--- config.mk ---
export PLATFORM = sky130hd
export DESIGN_NAME = load_store_unit
export DESIGN_NICKNAME = d
export VERILOG_FILES = /design/src/rtl/rv32_lsu_pkg.sv /design/src/rtl/lsu_addr_check.sv /design/src/rtl/load_store_unit.sv
export SDC_FILE = /design/constraint.sdc
export NUM_CORES = 1
export LEC_CHECK = 0
export ABC_AREA = 1
export CORE_MARGIN = 10
export CORE_UTILIZATION = 40
export CTS_CLUSTER_DIAMETER = 80
export DETAILED_ROUTE_END_ITERATION = 12
export PLACE_DENSITY = 0.83
export SETUP_SLACK_MARGIN = 0.3
export SLEW_MARGIN = 40
export SYNTH_ARGS = -nofsm -noshare
export SYNTH_HDL_FRONTEND = slang
export SYNTH_SLANG_ARGS = --single-unit
--- constraint.sdc ---
create_clock -name clk -period 7.1 [get_ports clk]
set_clock_uncertainty 0.05 [all_clocks]
set_input_delay 1.42 -clock clk [delete_from_list [all_inputs] [get_ports clk]]
set_output_delay 1.42 -clock clk [all_outputs]
set_load 0.1 [all_outputs]
--- src/rtl/rv32_lsu_pkg.sv ---
// Shared encodings for the RV32I load/store unit: funct3 codes, access sizes,
// fault causes and FSM states.
package rv32_lsu_pkg;

  localparam int CNT_W = 3;

  localparam logic [2:0] F3_LB  = 3'b000;
  localparam logic [2:0] F3_LH  = 3'b001;
  localparam logic [2:0] F3_LW  = 3'b010;
  localparam logic [2:0] F3_LBU = 3'b100;
  localparam logic [2:0] F3_LHU = 3'b101;
  localparam logic [2:0] F3_SB  = 3'b000;
  localparam logic [2:0] F3_SH  = 3'b001;
  localparam logic [2:0] F3_SW  = 3'b010;

  localparam logic [1:0] MEM_SIZE_B = 2'b00;
  localparam logic [1:0] MEM_SIZE_H = 2'b01;
  localparam logic [1:0] MEM_SIZE_W = 2'b10;

  localparam logic [1:0] FAULT_NONE           = 2'b00;
  localparam logic [1:0] FAULT_LOAD_MISALIGN  = 2'b01;
  localparam logic [1:0] FAULT_STORE_MISALIGN = 2'b10;
  localparam logic [1:0] FAULT_ILLEGAL        = 2'b11;

  typedef enum logic [2:0] {
    ST_IDLE  = 3'd0,
    ST_LOAD  = 3'd1,
    ST_STORE = 3'd2,
    ST_RESP  = 3'd3,
    ST_FAULT = 3'd4
  } lsu_state_e;

endpackage

--- src/rtl/lsu_addr_check.sv ---
// Decodes funct3 into access size/signedness and classifies the op as legal,
// illegal or misaligned. Illegal always wins over misaligned.
module lsu_addr_check
  import rv32_lsu_pkg::*;
(
  input  logic [1:0] addr_lo,
  input  logic [2:0] funct3,
  input  logic       is_load,
  input  logic       is_store,
  output logic [1:0] mem_size,
  output logic       is_signed,
  output logic [1:0] fault_cause
);

  logic illegal;
  logic misaligned;

  always_comb begin
    mem_size = MEM_SIZE_B;
    illegal  = (is_load == is_store);
    if (is_store) begin
      case (funct3)
        F3_SB:   mem_size = MEM_SIZE_B;
        F3_SH:   mem_size = MEM_SIZE_H;
        F3_SW:   mem_size = MEM_SIZE_W;
        default: illegal  = 1'b1;
      endcase
    end else begin
      case (funct3)
        F3_LB, F3_LBU: mem_size = MEM_SIZE_B;
        F3_LH, F3_LHU: mem_size = MEM_SIZE_H;
        F3_LW:         mem_size = MEM_SIZE_W;
        default:       illegal  = 1'b1;
      endcase
    end
  end

  assign is_signed  = ~funct3[2];
  assign misaligned = ((mem_size == MEM_SIZE_H) && addr_lo[0]) ||
                      ((mem_size == MEM_SIZE_W) && (addr_lo != 2'b00));

  assign fault_cause = illegal    ? FAULT_ILLEGAL :
                       misaligned ? (is_load ? FAULT_LOAD_MISALIGN : FAULT_STORE_MISALIGN) :
                                    FAULT_NONE;

endmodule

--- src/rtl/load_store_unit.sv ---
// RV32I load/store unit: one outstanding access, sequences data_mem strobes and
// returns load data to writeback. Handshake: req accepted when req_valid & req_ready at clk.
module load_store_unit
  import rv32_lsu_pkg::*;
#(
  parameter int READ_LAT = 1,
  parameter int XLEN     = 32
) (
  input  logic            clk,
  input  logic            rst,
  input  logic            req_valid,
  output logic            req_ready,
  input  logic            req_is_load,
  input  logic            req_is_store,
  input  logic [2:0]      req_funct3,
  input  logic [XLEN-1:0] req_base,
  input  logic [XLEN-1:0] req_offset,
  input  logic [XLEN-1:0] req_store_data,
  input  logic [4:0]      req_rd,
  input  logic            flush,
  output logic [XLEN-1:0] mem_addr,
  output logic [XLEN-1:0] mem_write_data,
  output logic            mem_read,
  output logic            mem_write,
  output logic [1:0]      mem_size,
  output logic            mem_is_signed,
  input  logic [XLEN-1:0] mem_read_data,
  output logic            wb_valid,
  output logic [4:0]      wb_rd,
  output logic [XLEN-1:0] wb_data,
  output logic            store_done,
  output logic            fault_valid,
  output logic [1:0]      fault_cause,
  output logic [XLEN-1:0] fault_addr,
  output logic [2:0]      dbg_state
);

  lsu_state_e       state_q, state_d;
  logic [CNT_W-1:0] cnt_q, cnt_d;
  logic [XLEN-1:0]  addr_q, addr_d;
  logic [XLEN-1:0]  wdata_q, wdata_d;
  logic [1:0]       size_q, size_d;
  logic             signed_q, signed_d;
  logic [4:0]       rd_q, rd_d;
  logic             flushed_q, flushed_d;
  logic [XLEN-1:0]  wb_data_q, wb_data_d;
  logic             wb_pend_q, wb_pend_d;
  logic             mem_read_q, mem_read_d;
  logic             mem_write_q, mem_write_d;
  logic             store_done_q, store_done_d;
  logic             fault_valid_q, fault_valid_d;
  logic [1:0]       fault_cause_q, fault_cause_d;
  logic [XLEN-1:0]  fault_addr_q, fault_addr_d;

  logic [XLEN-1:0]  eff_addr;
  logic [1:0]       chk_size;
  logic             chk_signed;
  logic [1:0]       chk_cause;

  assign eff_addr = req_base + req_offset;

  lsu_addr_check u_addr_check (
    .addr_lo     (eff_addr[1:0]),
    .funct3      (req_funct3),
    .is_load     (req_is_load),
    .is_store    (req_is_store),
    .mem_size    (chk_size),
    .is_signed   (chk_signed),
    .fault_cause (chk_cause)
  );

  always_comb begin
    state_d       = state_q;
    cnt_d         = cnt_q;
    addr_d        = addr_q;
    wdata_d       = wdata_q;
    size_d        = size_q;
    signed_d      = signed_q;
    rd_d          = rd_q;
    flushed_d     = flushed_q;
    wb_data_d     = wb_data_q;
    fault_cause_d = fault_cause_q;
    fault_addr_d  = fault_addr_q;
    wb_pend_d     = 1'b0;
    mem_read_d    = 1'b0;
    mem_write_d   = 1'b0;
    store_done_d  = 1'b0;
    fault_valid_d = 1'b0;
    case (state_q)
      ST_IDLE: begin
        if (req_valid) begin
          addr_d    = eff_addr;
          size_d    = chk_size;
          signed_d  = chk_signed;
          wdata_d   = req_store_data;
          rd_d      = req_rd;
          flushed_d = 1'b0;
          if (chk_cause != FAULT_NONE) begin
            state_d       = ST_FAULT;
            fault_valid_d = 1'b1;
            fault_cause_d = chk_cause;
            fault_addr_d  = eff_addr;
          end else if (req_is_store) begin
            state_d      = ST_STORE;
            mem_write_d  = 1'b1;
            store_done_d = 1'b1;
          end else begin
            state_d    = ST_LOAD;
            mem_read_d = 1'b1;
            cnt_d      = CNT_W'(READ_LAT - 1);
          end
        end
      end
      ST_LOAD: begin
        // A flush only poisons the writeback; the read sequence still runs to completion.
        if (flush) flushed_d = 1'b1;
        if (cnt_q == '0) begin
          state_d   = ST_RESP;
          wb_data_d = mem_read_data;
          wb_pend_d = (rd_q != 5'd0) && !flushed_q && !flush;
        end else begin
          cnt_d      = cnt_q - 1'b1;
          mem_read_d = 1'b1;
        end
      end
      ST_STORE: state_d = ST_IDLE;
      ST_RESP:  state_d = ST_IDLE;
      ST_FAULT: state_d = ST_IDLE;
      default:  state_d = ST_IDLE;
    endcase
  end

  always_ff @(posedge clk or posedge rst) begin
    if (rst) begin
      state_q       <= ST_IDLE;
      cnt_q         <= '0;
      addr_q        <= '0;
      wdata_q       <= '0;
      size_q        <= '0;
      signed_q      <= 1'b0;
      rd_q          <= '0;
      flushed_q     <= 1'b0;
      wb_data_q     <= '0;
      wb_pend_q     <= 1'b0;
      mem_read_q    <= 1'b0;
      mem_write_q   <= 1'b0;
      store_done_q  <= 1'b0;
      fault_valid_q <= 1'b0;
      fault_cause_q <= '0;
      fault_addr_q  <= '0;
    end else begin
      state_q       <= state_d;
      cnt_q         <= cnt_d;
      addr_q        <= addr_d;
      wdata_q       <= wdata_d;
      size_q        <= size_d;
      signed_q      <= signed_d;
      rd_q          <= rd_d;
      flushed_q     <= flushed_d;
      wb_data_q     <= wb_data_d;
      wb_pend_q     <= wb_pend_d;
      mem_read_q    <= mem_read_d;
      mem_write_q   <= mem_write_d;
      store_done_q  <= store_done_d;
      fault_valid_q <= fault_valid_d;
      fault_cause_q <= fault_cause_d;
      fault_addr_q  <= fault_addr_d;
    end
  end

  assign req_ready      = (state_q == ST_IDLE);
  assign mem_addr       = addr_q;
  assign mem_write_data = wdata_q;
  assign mem_read       = mem_read_q;
  assign mem_write      = mem_write_q;
  assign mem_size       = size_q;
  assign mem_is_signed  = signed_q;
  // Flush arriving in the RESP cycle itself must still cancel the pulse.
  assign wb_valid       = wb_pend_q & ~flush;
  assign wb_rd          = rd_q;
  assign wb_data        = wb_data_q;
  assign store_done     = store_done_q;
  assign fault_valid    = fault_valid_q;
  assign fault_cause    = fault_cause_q;
  assign fault_addr     = fault_addr_q;
  assign dbg_state      = state_q;

endmodule
==> metrics.md <==
| Metric | Value |
|---|---|
| Post-synth ARST share | 100% |
| Number of synthesized flops with an enable pin | 0 |
| Num rows | 51 |
| Slowest CP cell | clkdlybuf4s50_1 |
| Final-stage net count | 1592 |
| Port buffer count | 288 |
| Synthesized net count | 1310 |
| GRT Total Usage | 19.9% |
| Number of CTS-inserted buffers | 17 |
| Vias in the first global route | 7963 |
| Layout cells sized above 1 | 13.5% |
| Kind of critical path | in2out |
| Clock Tree Buf Depth | 2 |
| Worst rel slew slack | 48.5% |
| GR Overflow Total | 0 |
| Status | complete, no violations |
| Worst path max stage delay | 460 ps |
| Initial antenna violation count | 0 |
| Chip Height | 162 µm |
| Initial Util | 41.0% |
| Worst-path fanout max | 3 |
| R2R Setup Slk | 4080 ps |
| Clock transition at path regs | 70 ps |
| Via count | 8031 |
| First-pass GRT wire length | 42400 µm |
| Routability cong. | 0.893 |
| Setup crit end kind | output pin |
| Data required, critical path | 5630 ps |
| Synth warn | 0 |
| DP HPWL | 20600 µm |
| Final worst path period share | 55.0% |
| Routed wire length per instance | 15.7 µm |
| Worst min-delay path class | reg2reg |
| Drt pass-1 iters | 5 |
| Pins Over Slew Limit | 0 |
| Hold Path Cell Cnt | 1 |
| Slew of the pin with the lowest slew margin | 773 ps |
| CP Launch Type | input pin |
| Core region area | 0.0197 mm² |
| Hold Violations, Final | 0 |
| Post-synthesis sequential area ratio | 46.2% |
| Post-CTS Setup Bufs | 0 |
| RSZ-0062 raised after global routing | false |
| Antenna Violating Nets Remaining | 0 |
| Register bit total from synthesis | 149 |
| Post-CTS sizing | 0 |
| Count of cell types in the netlist | 32 |
| Synthesized area | 0.00807 mm² |
| F_max | 256 MHz |
| Synthesis-to-finish area growth | 37.0% |
| Setup TNS | 0 ps |
| DRT iter0 DRCs | 528 |
| Largest net degree at the start of global routing | 99 |
| CTS root buffer | clkbuf_16 |
| Minimum clock period | 3900 ps |
| CP Cell Sequence | clkdlybuf4s50_1 > nor2_1 > buf_2 |
| ANT cells | 0 |
| Util after Layout | 56.2% |
| Hold-fix buffers, CTS | 0 |
| H-tree depth | 4 |
| DRC viols | 0 |
| Crit path DAT | 2430 ps |
| IO Pins | 289 |
| Via density per instance | 4.74 |
| Multi-input gate area | 0.00366 mm² |
| Worst Reg-to-Reg Cells | 9 |
| Number of max-cap violations | 0 |
| Worst skew pair latency | 410 ps |
| Dpl ws | 2790 ps |
| Die footprint | 0.0262 mm² |
| Placed cell area | 0.0104 mm² |
| Final setup fails | 0 |
| Setup ws final | 3200 ps |
| Post-synthesis cell count | 1134 |
| Mean post-synth cell area | 7.11 µm² |
| Die X | 162 µm |
| Clock Sinks | 149 |
| Area occupied by registers | 0.00373 mm² |
| Top FF cell, synth | dfrtp_1 |
| Post-route cell area | 0.0110 mm² |
| WL final | 26600 µm |
| Fill cell count | 1859 |
| TritonCTS clock tree | done |
logic make-up after synthesis:
family                     Yosys count  synth area share [%]
buffers and inverters              166                  8.45
AOI/OAI and AO/OA                   61                  4.08
adders and majority gates           34                  5.37
xor gates and xnor gates            11                  1.19
DFF                                149                  46.2
and+or+nand+nor                    713                  34.7
metrics by stage:
step	instances	hold WS, ps
floorplan	1134	365
global placement	1662	380
detailed placement	1662	394
CTS	1694	396
global route	1694	418
finish	1694	396
sequential cells by signal, summed over array words and instances (netlist names), 3 cells and up:
name,cells
dbg_state,3
wb_data,32
cnt_q,3
fault_addr,32
wb_rd,5
mem_addr,32
mem_write_data,32
final cells by class:
| class | count | share of cell area [%] |
|---|---|---|
| Sequential cell | 149 | 33.8 |
| Clock inverter | 13 | 1.54 |
| Inverter | 138 | 4.85 |
| Multi-Input combinational cell | 819 | 33.1 |
| Tap cell | 265 | 3.00 |
| Timing Repair Buffer | 291 | 19.6 |
| Clock buffer | 19 | 4.10 |
cells in the mapped netlist, types with 3 or more instances:
master	n	share of area (%)
buf_4	3	0.28
nand3_1	51	3.2
nor3_1	6	0.37
o21ai_0	19	1.2
nor2_1	46	2.1
inv_4	3	0.23
o21ai_1	7	0.43
clkbuf_1	13	0.61
buf_2	8	0.50
xor2_1	9	0.98
a21oi_1	27	1.7
buf_6	4	0.56
inv_1	134	6.2
nand2_1	600	28
ha_1	33	5.1
nand3b_1	4	0.37
dfrtp_1	149	46
layout by cell type, fill, tap and decap left out, types with 3 or more instances in the layout:
cell type	netlist	routed
buf_2	8	147
bufinv_16	0	3
xor2_1	9	9
o21ai_1	7	7
ha_1	33	33
nand3_1	51	51
inv_6	0	4
inv_1	134	133
nand2_1	600	600
clkinv_4	0	3
dfrtp_1	149	149
nor3_1	6	6
o21ai_0	19	19
clkinvlp_4	0	3
clkdlybuf4s50_1	0	141
buf_4	3	3
a21oi_1	27	27
clkbuf_16	0	17
nand3b_1	4	4
nor2_1	46	45
layer usage:
metal,GRT usage [%],wire length (µm)
met3,5.56,1970
met1,24.8,11300
met5,0,0
met2,33.5,12900
met4,4.88,413
worst paths after layout:
path / startpoint / end
setup / recovery: flush / wb_valid
hold / removal: flushed_q$_DFFE_PP0P_ / wb_pend_q$_DFF_PP0_
setup reg to reg: dbg_state[2]$_DFFE_PP0P_ / fault_addr[7]$_DFFE_PP0P_
hold reg to reg: flushed_q$_DFFE_PP0P_ / wb_pend_q$_DFF_PP0_
max in group asynchronous: rst / mem_write_data[15]$_DFFE_PP0P_
min in group asynchronous: rst / mem_write_data[17]$_DFFE_PP0P_
critical path, delay by kind of cell:
kind | cells | cell delay, ps
AND/OR/NAND/NOR | 1 | 110
buffers and inverters | 2 | 890
Power is not shown: default switching activity piles up to over one toggle a cycle in this logic, so the estimate is an artifact.
